<file path="config.mk">
export PLATFORM = sky130hd
export DESIGN_NAME = mem_bus_master
export DESIGN_NICKNAME = d
export VERILOG_FILES = /design/src/rtl/mem_bus_pkg.sv /design/src/rtl/mem_lane_unit.sv /design/src/rtl/mem_bus_master.sv
export SDC_FILE = /design/constraint.sdc
export NUM_CORES = 1
export LEC_CHECK = 0
export CORE_MARGIN = 2
export CORE_UTILIZATION = 40
export CTS_CLUSTER_DIAMETER = 60
export DETAILED_ROUTE_END_ITERATION = 12
export PLACE_DENSITY = 0.68
export SLEW_MARGIN = 20
export SYNTH_ARGS = -nofsm -noshare
export SYNTH_HDL_FRONTEND = slang
export SYNTH_SLANG_ARGS = --single-unit
</file>
<file path="constraint.sdc">
create_clock -name clk -period 1.9 [get_ports clk]
set_clock_uncertainty 0.05 [all_clocks]
set_input_delay 0.19 -clock clk [delete_from_list [all_inputs] [get_ports clk]]
set_output_delay 0.19 -clock clk [all_outputs]
set_load 0.005 [all_outputs]
</file>
<file path="src/rtl/mem_bus_pkg.sv">
// Shared codes for the external memory port: access sizes, address regions,
// master FSM states and big-endian lane shift helpers.
package mem_bus_pkg;

  localparam logic [1:0] SZ_BYTE = 2'b00;
  localparam logic [1:0] SZ_HALF = 2'b01;
  localparam logic [1:0] SZ_WORD = 2'b10;

  localparam logic [3:0] RGN_ROM = 4'h0;
  localparam logic [3:0] RGN_RAM = 4'h1;
  localparam logic [3:0] RGN_IO  = 4'hF;

  typedef enum logic [2:0] {
    ST_IDLE,
    ST_RD_ADDR,
    ST_RD_DATA,
    ST_WR,
    ST_RMW_ADDR,
    ST_RMW_DATA,
    ST_RMW_WR
  } state_t;

  // Big-endian: byte offset 0 lives in bits [31:24], so shift = (3 - off) * 8.
  function automatic logic [4:0] byte_shift(input logic [1:0] off);
    return {~off, 3'b000};
  endfunction

  // Half offset 0 lives in bits [31:16], offset 2 in [15:0].
  function automatic logic [4:0] half_shift(input logic off_hi);
    return {~off_hi, 4'b0000};
  endfunction

endpackage

</file>
<file path="src/rtl/mem_lane_unit.sv">
// Combinational lane logic: extracts/extends sub-word loads and merges
// sub-word store data into a read word for read-modify-write.
module mem_lane_unit
  import mem_bus_pkg::*;
(
  input  logic [31:0] i_word,
  input  logic [1:0]  i_offset,
  input  logic [1:0]  i_size,
  input  logic        i_signed,
  input  logic [15:0] i_wdata,
  output logic [31:0] o_rdata,
  output logic [31:0] o_merged
);

  logic [4:0]  w_bsh;
  logic [4:0]  w_hsh;
  logic [7:0]  w_byte;
  logic [15:0] w_half;

  assign w_bsh  = byte_shift(i_offset);
  assign w_hsh  = half_shift(i_offset[1]);
  assign w_byte = 8'(i_word >> w_bsh);
  assign w_half = 16'(i_word >> w_hsh);

  always_comb begin
    o_rdata  = i_word;
    o_merged = i_word;
    case (i_size)
      SZ_BYTE: begin
        o_rdata  = {{24{i_signed & w_byte[7]}}, w_byte};
        o_merged = (i_word & ~(32'h0000_00FF << w_bsh)) | ({24'b0, i_wdata[7:0]} << w_bsh);
      end
      SZ_HALF: begin
        o_rdata  = {{16{i_signed & w_half[15]}}, w_half};
        o_merged = (i_word & ~(32'h0000_FFFF << w_hsh)) | ({16'b0, i_wdata} << w_hsh);
      end
      default: begin
        o_rdata  = i_word;
        o_merged = i_word;
      end
    endcase
  end

endmodule

</file>
<file path="src/rtl/mem_bus_master.sv">
// Initiator for the word-only external memory: absorbs the one-cycle read
// latency and adds byte/half loads (extended) and stores (read-modify-write).
module mem_bus_master
  import mem_bus_pkg::*;
#(
  parameter int WIDTH      = 32,
  parameter int ADDR_WIDTH = 16
) (
  input  logic                  clk,
  input  logic                  reset,
  input  logic                  i_req_valid,
  output logic                  o_req_ready,
  input  logic                  i_req_write,
  input  logic [1:0]            i_req_size,
  input  logic                  i_req_signed,
  input  logic [ADDR_WIDTH-1:0] i_req_addr,
  input  logic [WIDTH-1:0]      i_req_wdata,
  output logic                  o_rsp_valid,
  output logic                  o_rsp_err,
  output logic [WIDTH-1:0]      o_rsp_rdata,
  output logic                  o_mem_write,
  output logic [ADDR_WIDTH-1:0] o_mem_addr,
  output logic [WIDTH-1:0]      o_mem_wdata,
  input  logic [WIDTH-1:0]      i_mem_rdata
);

  state_t                r_state, w_state_next;
  logic                  r_mem_write, w_mem_write_next;
  logic [ADDR_WIDTH-1:0] r_mem_addr, w_mem_addr_next;
  logic [WIDTH-1:0]      r_mem_wdata, w_mem_wdata_next;
  logic                  r_rsp_valid, w_rsp_valid_next;
  logic                  r_rsp_err, w_rsp_err_next;
  logic [WIDTH-1:0]      r_rsp_rdata, w_rsp_rdata_next;
  logic [1:0]            r_offset, w_offset_next;
  logic [1:0]            r_size, w_size_next;
  logic                  r_signed, w_signed_next;
  logic [15:0]           r_wdata, w_wdata_next;

  logic                  w_accept;
  logic                  w_req_err;
  logic [WIDTH-1:0]      w_lane_rdata;
  logic [WIDTH-1:0]      w_lane_merged;

  mem_lane_unit u_lane (
    .i_word   (i_mem_rdata),
    .i_offset (r_offset),
    .i_size   (r_size),
    .i_signed (r_signed),
    .i_wdata  (r_wdata),
    .o_rdata  (w_lane_rdata),
    .o_merged (w_lane_merged)
  );

  assign w_accept = i_req_valid && (r_state == ST_IDLE);

  // Requests the memory cannot honour; sub-word RMW to I/O would cause side-effect reads.
  always_comb begin
    w_req_err = 1'b0;
    case (i_req_size)
      SZ_BYTE: w_req_err = i_req_write && (i_req_addr[ADDR_WIDTH-1 -: 4] == RGN_IO);
      SZ_HALF: w_req_err = i_req_addr[0] ||
                           (i_req_write && (i_req_addr[ADDR_WIDTH-1 -: 4] == RGN_IO));
      SZ_WORD: w_req_err = (i_req_addr[1:0] != 2'b00);
      default: w_req_err = 1'b1;
    endcase
  end

  always_comb begin
    w_state_next     = r_state;
    w_mem_write_next = 1'b0;
    w_mem_addr_next  = r_mem_addr;
    w_mem_wdata_next = r_mem_wdata;
    w_rsp_valid_next = 1'b0;
    w_rsp_err_next   = 1'b0;
    w_rsp_rdata_next = '0;
    w_offset_next    = r_offset;
    w_size_next      = r_size;
    w_signed_next    = r_signed;
    w_wdata_next     = r_wdata;
    case (r_state)
      ST_IDLE: begin
        if (w_accept) begin
          if (w_req_err) begin
            w_rsp_valid_next = 1'b1;
            w_rsp_err_next   = 1'b1;
          end else begin
            w_mem_addr_next = {i_req_addr[ADDR_WIDTH-1:2], 2'b00};
            w_offset_next   = i_req_addr[1:0];
            w_size_next     = i_req_size;
            w_signed_next   = i_req_signed;
            w_wdata_next    = i_req_wdata[15:0];
            if (!i_req_write) begin
              w_state_next = ST_RD_ADDR;
            end else if (i_req_size == SZ_WORD) begin
              w_state_next     = ST_WR;
              w_mem_write_next = 1'b1;
              w_mem_wdata_next = i_req_wdata;
            end else begin
              w_state_next = ST_RMW_ADDR;
            end
          end
        end
      end
      ST_RD_ADDR:  w_state_next = ST_RD_DATA;
      ST_RD_DATA: begin
        w_rsp_valid_next = 1'b1;
        w_rsp_rdata_next = w_lane_rdata;
        w_state_next     = ST_IDLE;
      end
      ST_WR: begin
        w_rsp_valid_next = 1'b1;
        w_state_next     = ST_IDLE;
      end
      ST_RMW_ADDR: w_state_next = ST_RMW_DATA;
      ST_RMW_DATA: begin
        w_mem_wdata_next = w_lane_merged;
        w_mem_write_next = 1'b1;
        w_state_next     = ST_RMW_WR;
      end
      ST_RMW_WR: begin
        w_rsp_valid_next = 1'b1;
        w_state_next     = ST_IDLE;
      end
      default: w_state_next = ST_IDLE;
    endcase
  end

  always_ff @(posedge clk) begin
    if (!reset) begin
      r_state     <= ST_IDLE;
      r_mem_write <= 1'b0;
      r_mem_addr  <= '0;
      r_mem_wdata <= '0;
      r_rsp_valid <= 1'b0;
      r_rsp_err   <= 1'b0;
      r_rsp_rdata <= '0;
      r_offset    <= '0;
      r_size      <= '0;
      r_signed    <= 1'b0;
      r_wdata     <= '0;
    end else begin
      r_state     <= w_state_next;
      r_mem_write <= w_mem_write_next;
      r_mem_addr  <= w_mem_addr_next;
      r_mem_wdata <= w_mem_wdata_next;
      r_rsp_valid <= w_rsp_valid_next;
      r_rsp_err   <= w_rsp_err_next;
      r_rsp_rdata <= w_rsp_rdata_next;
      r_offset    <= w_offset_next;
      r_size      <= w_size_next;
      r_signed    <= w_signed_next;
      r_wdata     <= w_wdata_next;
    end
  end

  assign o_req_ready = (r_state == ST_IDLE);
  assign o_rsp_valid = r_rsp_valid;
  assign o_rsp_err   = r_rsp_err;
  assign o_rsp_rdata = r_rsp_rdata;
  assign o_mem_write = r_mem_write;
  assign o_mem_addr  = r_mem_addr;
  assign o_mem_wdata = r_mem_wdata;

endmodule

</file>
==> reports/results.tsv <==
metric	value	unit
core area	12700	µm²
DRC Markers	0	
EDFF count, synth	0	
Leak	3.03	nW
maximum VDD drop	0.364	mV
CP Class	reg2reg	
dominant cell type by area after synthesis	dfxtp_1	
Mapped Area	5250	µm²
total design power	0.00518	W
Finished Layout Cells	935	
cell with the most instances after synthesis	dfxtp_1	
post-synthesis average cell area	8.84	µm²
clock tree buffer depth	2	
Num CTS Buffers	9	
Worst Tran Pin Value	705	ps
GRT Overall Usage	24.1	%
initial antenna violation count	0	
Slew Limit Fails	0	
PortBufs	168	
main flop type after synthesis	dfxtp_1	
final non-filler cell area	7580	µm²
largest net degree at the start of global routing	47	
vias in the first global route	5029	
Rows	41	
Final GP Congestion	0.919	
worst path required time	2120	ps
Rel. slew slack	52.9	%
Die Span Y	119	µm
Async SR Flop Fraction	0	%
Clk pwr share	32.9	%
leading post-synthesis cells by cell area	dfxtp_1 40%, mux2i_1 8.2%, nand2_1 6.9%, a22o_1 3.8%, a21o_1 3.4%	
Arr. time, crit path	2030	ps
most common library cells after synthesis	105 x dfxtp_1, 97 x nand2_1, 43 x mux2i_1	
gr ovfl total	0	
1st-iter DRT viols	436	
Combinational Power Share	21.5	%
final wirelength	17200	µm
PD cells	684	nW/µm²
hpwl dp	13000	µm
Die Wd	119	µm
worst hold path class	in2reg	
H-tree depth	3	
switching part of the total	26.7	%
Pint	0.00380	W
Via density	5.62	
Layout area overhead	44.2	%
final worst path period share	95.3	%
Antenna Nets Post-Route	0	
Skew-Pair Late Insertion Delay	350	ps
crit path max fanout	21	
post-layout min period	1810	ps
Max Fclk	552	MHz
Post-Place Cell Area	7280	µm²
Avg WL per Cell	18.4	µm
Synth top area share	40.0	%
via count	5252	
minimum hold slack	343	ps
Post-Syn Instances	594	
I/O pins	171	
switching power	0.00138	W
clock root cell	clkbuf_16	
Placed Cells	919	
Initial Util	41.3	%
CP startpoint kind	register	
sequential fraction of the synthesis area	40.0	%
share of post-route cells with drive strength above 1	11.3	%
sequential power share	45.6	%
final hold vios	0	
n_diodes	0	
Yosys reg bits	105	
Yosys warning total	0	
Worst Setup End Kind	register	
Final nets	846	
endpoints failing setup	0	
first-pass GRT wire length	27100	µm
CTS tree	done	
max-cap viol count	0	
Yosys cell types	53	
drt first pass iters	6	
CTS sink cnt	105	
die area	14100	µm²
layout filler cell count	1173	
Clock transition at path regs	70	ps
outcome	complete, no violations	
## metal layers
layer  wire length (µm)  up-vias  global-route usage [%]
li1                   -     2508                       -
met2               8120      213                    38.3
met4                162        0                    6.03
met3               1310       12                    6.81
met5                  0        -                       0
met1               7640     2519                    32.2
## cell usage in the layout, fill, tap and decap left out, types with 11 or more instances in the layout
cell type / n
nor2_1: 11
mux2i_1: 42
nand2_1: 97
dfxtp_1: 104
o2111ai_1: 16
a22oi_1: 15
nand3_1: 35
buf_4: 40
nor2b_1: 11
a21o_1: 24
a21oi_1: 26
clkdlybuf4s50_1: 166
nor3_1: 11
a22o_1: 23
## cell type report
| type | count | area [µm²] | share of cell area, % |
|---|---|---|---|
| Multi-Input combinational cell | 423 | 2860 | 37.8 |
| Timing Repair Buffer | 216 | 2120 | 28.0 |
| Inverter | 4 | 15.0 | 0.198 |
| Tap cell | 172 | 215 | 2.84 |
| Clock buffer | 15 | 258 | 3.40 |
| Sequential cell | 105 | 2100 | 27.8 |
## state kept, by name, indices dropped and copies added, names as in the netlist
signal / flops
o_rsp_err: 1
o_rsp_valid: 1
r_signed: 1
o_rsp_rdata: 32
r_state: 3
o_mem_write: 1
o_mem_addr: 14
r_wdata: 16
r_size: 2
r_offset: 2
o_mem_wdata: 32
## critical path: stages, from the launching register on
cell and delay, ps:
dfxtp_1 310, buf_4 180, nor4b_4 320, buf_4 160, buf_6 90, and2_2 170, buf_12 200, mux2i_2 240
## worst paths after layout
check | startpoint | to | slack [ps] | cells past startpoint
max | r_state[1]$_SDFFE_PN0P_ | r_wdata[7]$_SDFFE_PN0P_ | 90 | 7
min | i_req_addr[9] | o_mem_addr[9]$_SDFFE_PN0P_ | 340 | 3
max reg2reg | r_state[1]$_SDFFE_PN0P_ | r_wdata[7]$_SDFFE_PN0P_ | 90 | 7
min reg2reg | o_mem_addr[8]$_SDFFE_PN0P_ | o_mem_addr[8]$_SDFFE_PN0P_ | 410 | 2
## repair_timing
action                     in CTS  in global routing
buffers inserted                0                  2
pin swaps                       0                  1
resized for setup               1                  6
hold buffers                    0                  0
gates cloned                    0                  0
setup endpoints to repair      16                 44
## power groups by stage
stage / logic (W) / clock network [W] / registers (W)
final: 0.00111 / 0.00170 / 0.00236
after global routing: 0.00120 / 0.00182 / 0.00237
after CTS: 0.00110 / 0.00173 / 0.00236
after detailed placement: 0.00109 / 0 / 0.00241
after global placement: 0.00107 / 0 / 0.00241
after floorplan: 0.000526 / 0 / 0.00240
## per-stage QoR
step / TNS (ps) / worst slack (ps) / utilization, %
final: 0 / 90.0 / 59.5
after global routing: -10.8 / -10.8 / 59.5
after CTS: 0 / 2.87 / 59.3
after detailed placement: -7890 / -267 / 57.3
after global placement: -2770 / -107 / 57.3
after floorplan: 0 / 135 / -
## kinds of logic (layout without fill, tap and decap cells)
group | after synthesis | count (layout) | synth area share (%)
buffers and inverters | 67 | 235 | 5.88
AOI/OAI and AO/OA | 171 | 171 | 24.9
other | 1 | 2 | 0.0714
muxes | 53 | 53 | 10.6
and+or+nand+nor | 197 | 197 | 18.6
DFF | 105 | 105 | 40.0
No activity file was read; power rests on OpenSTA's default activity.
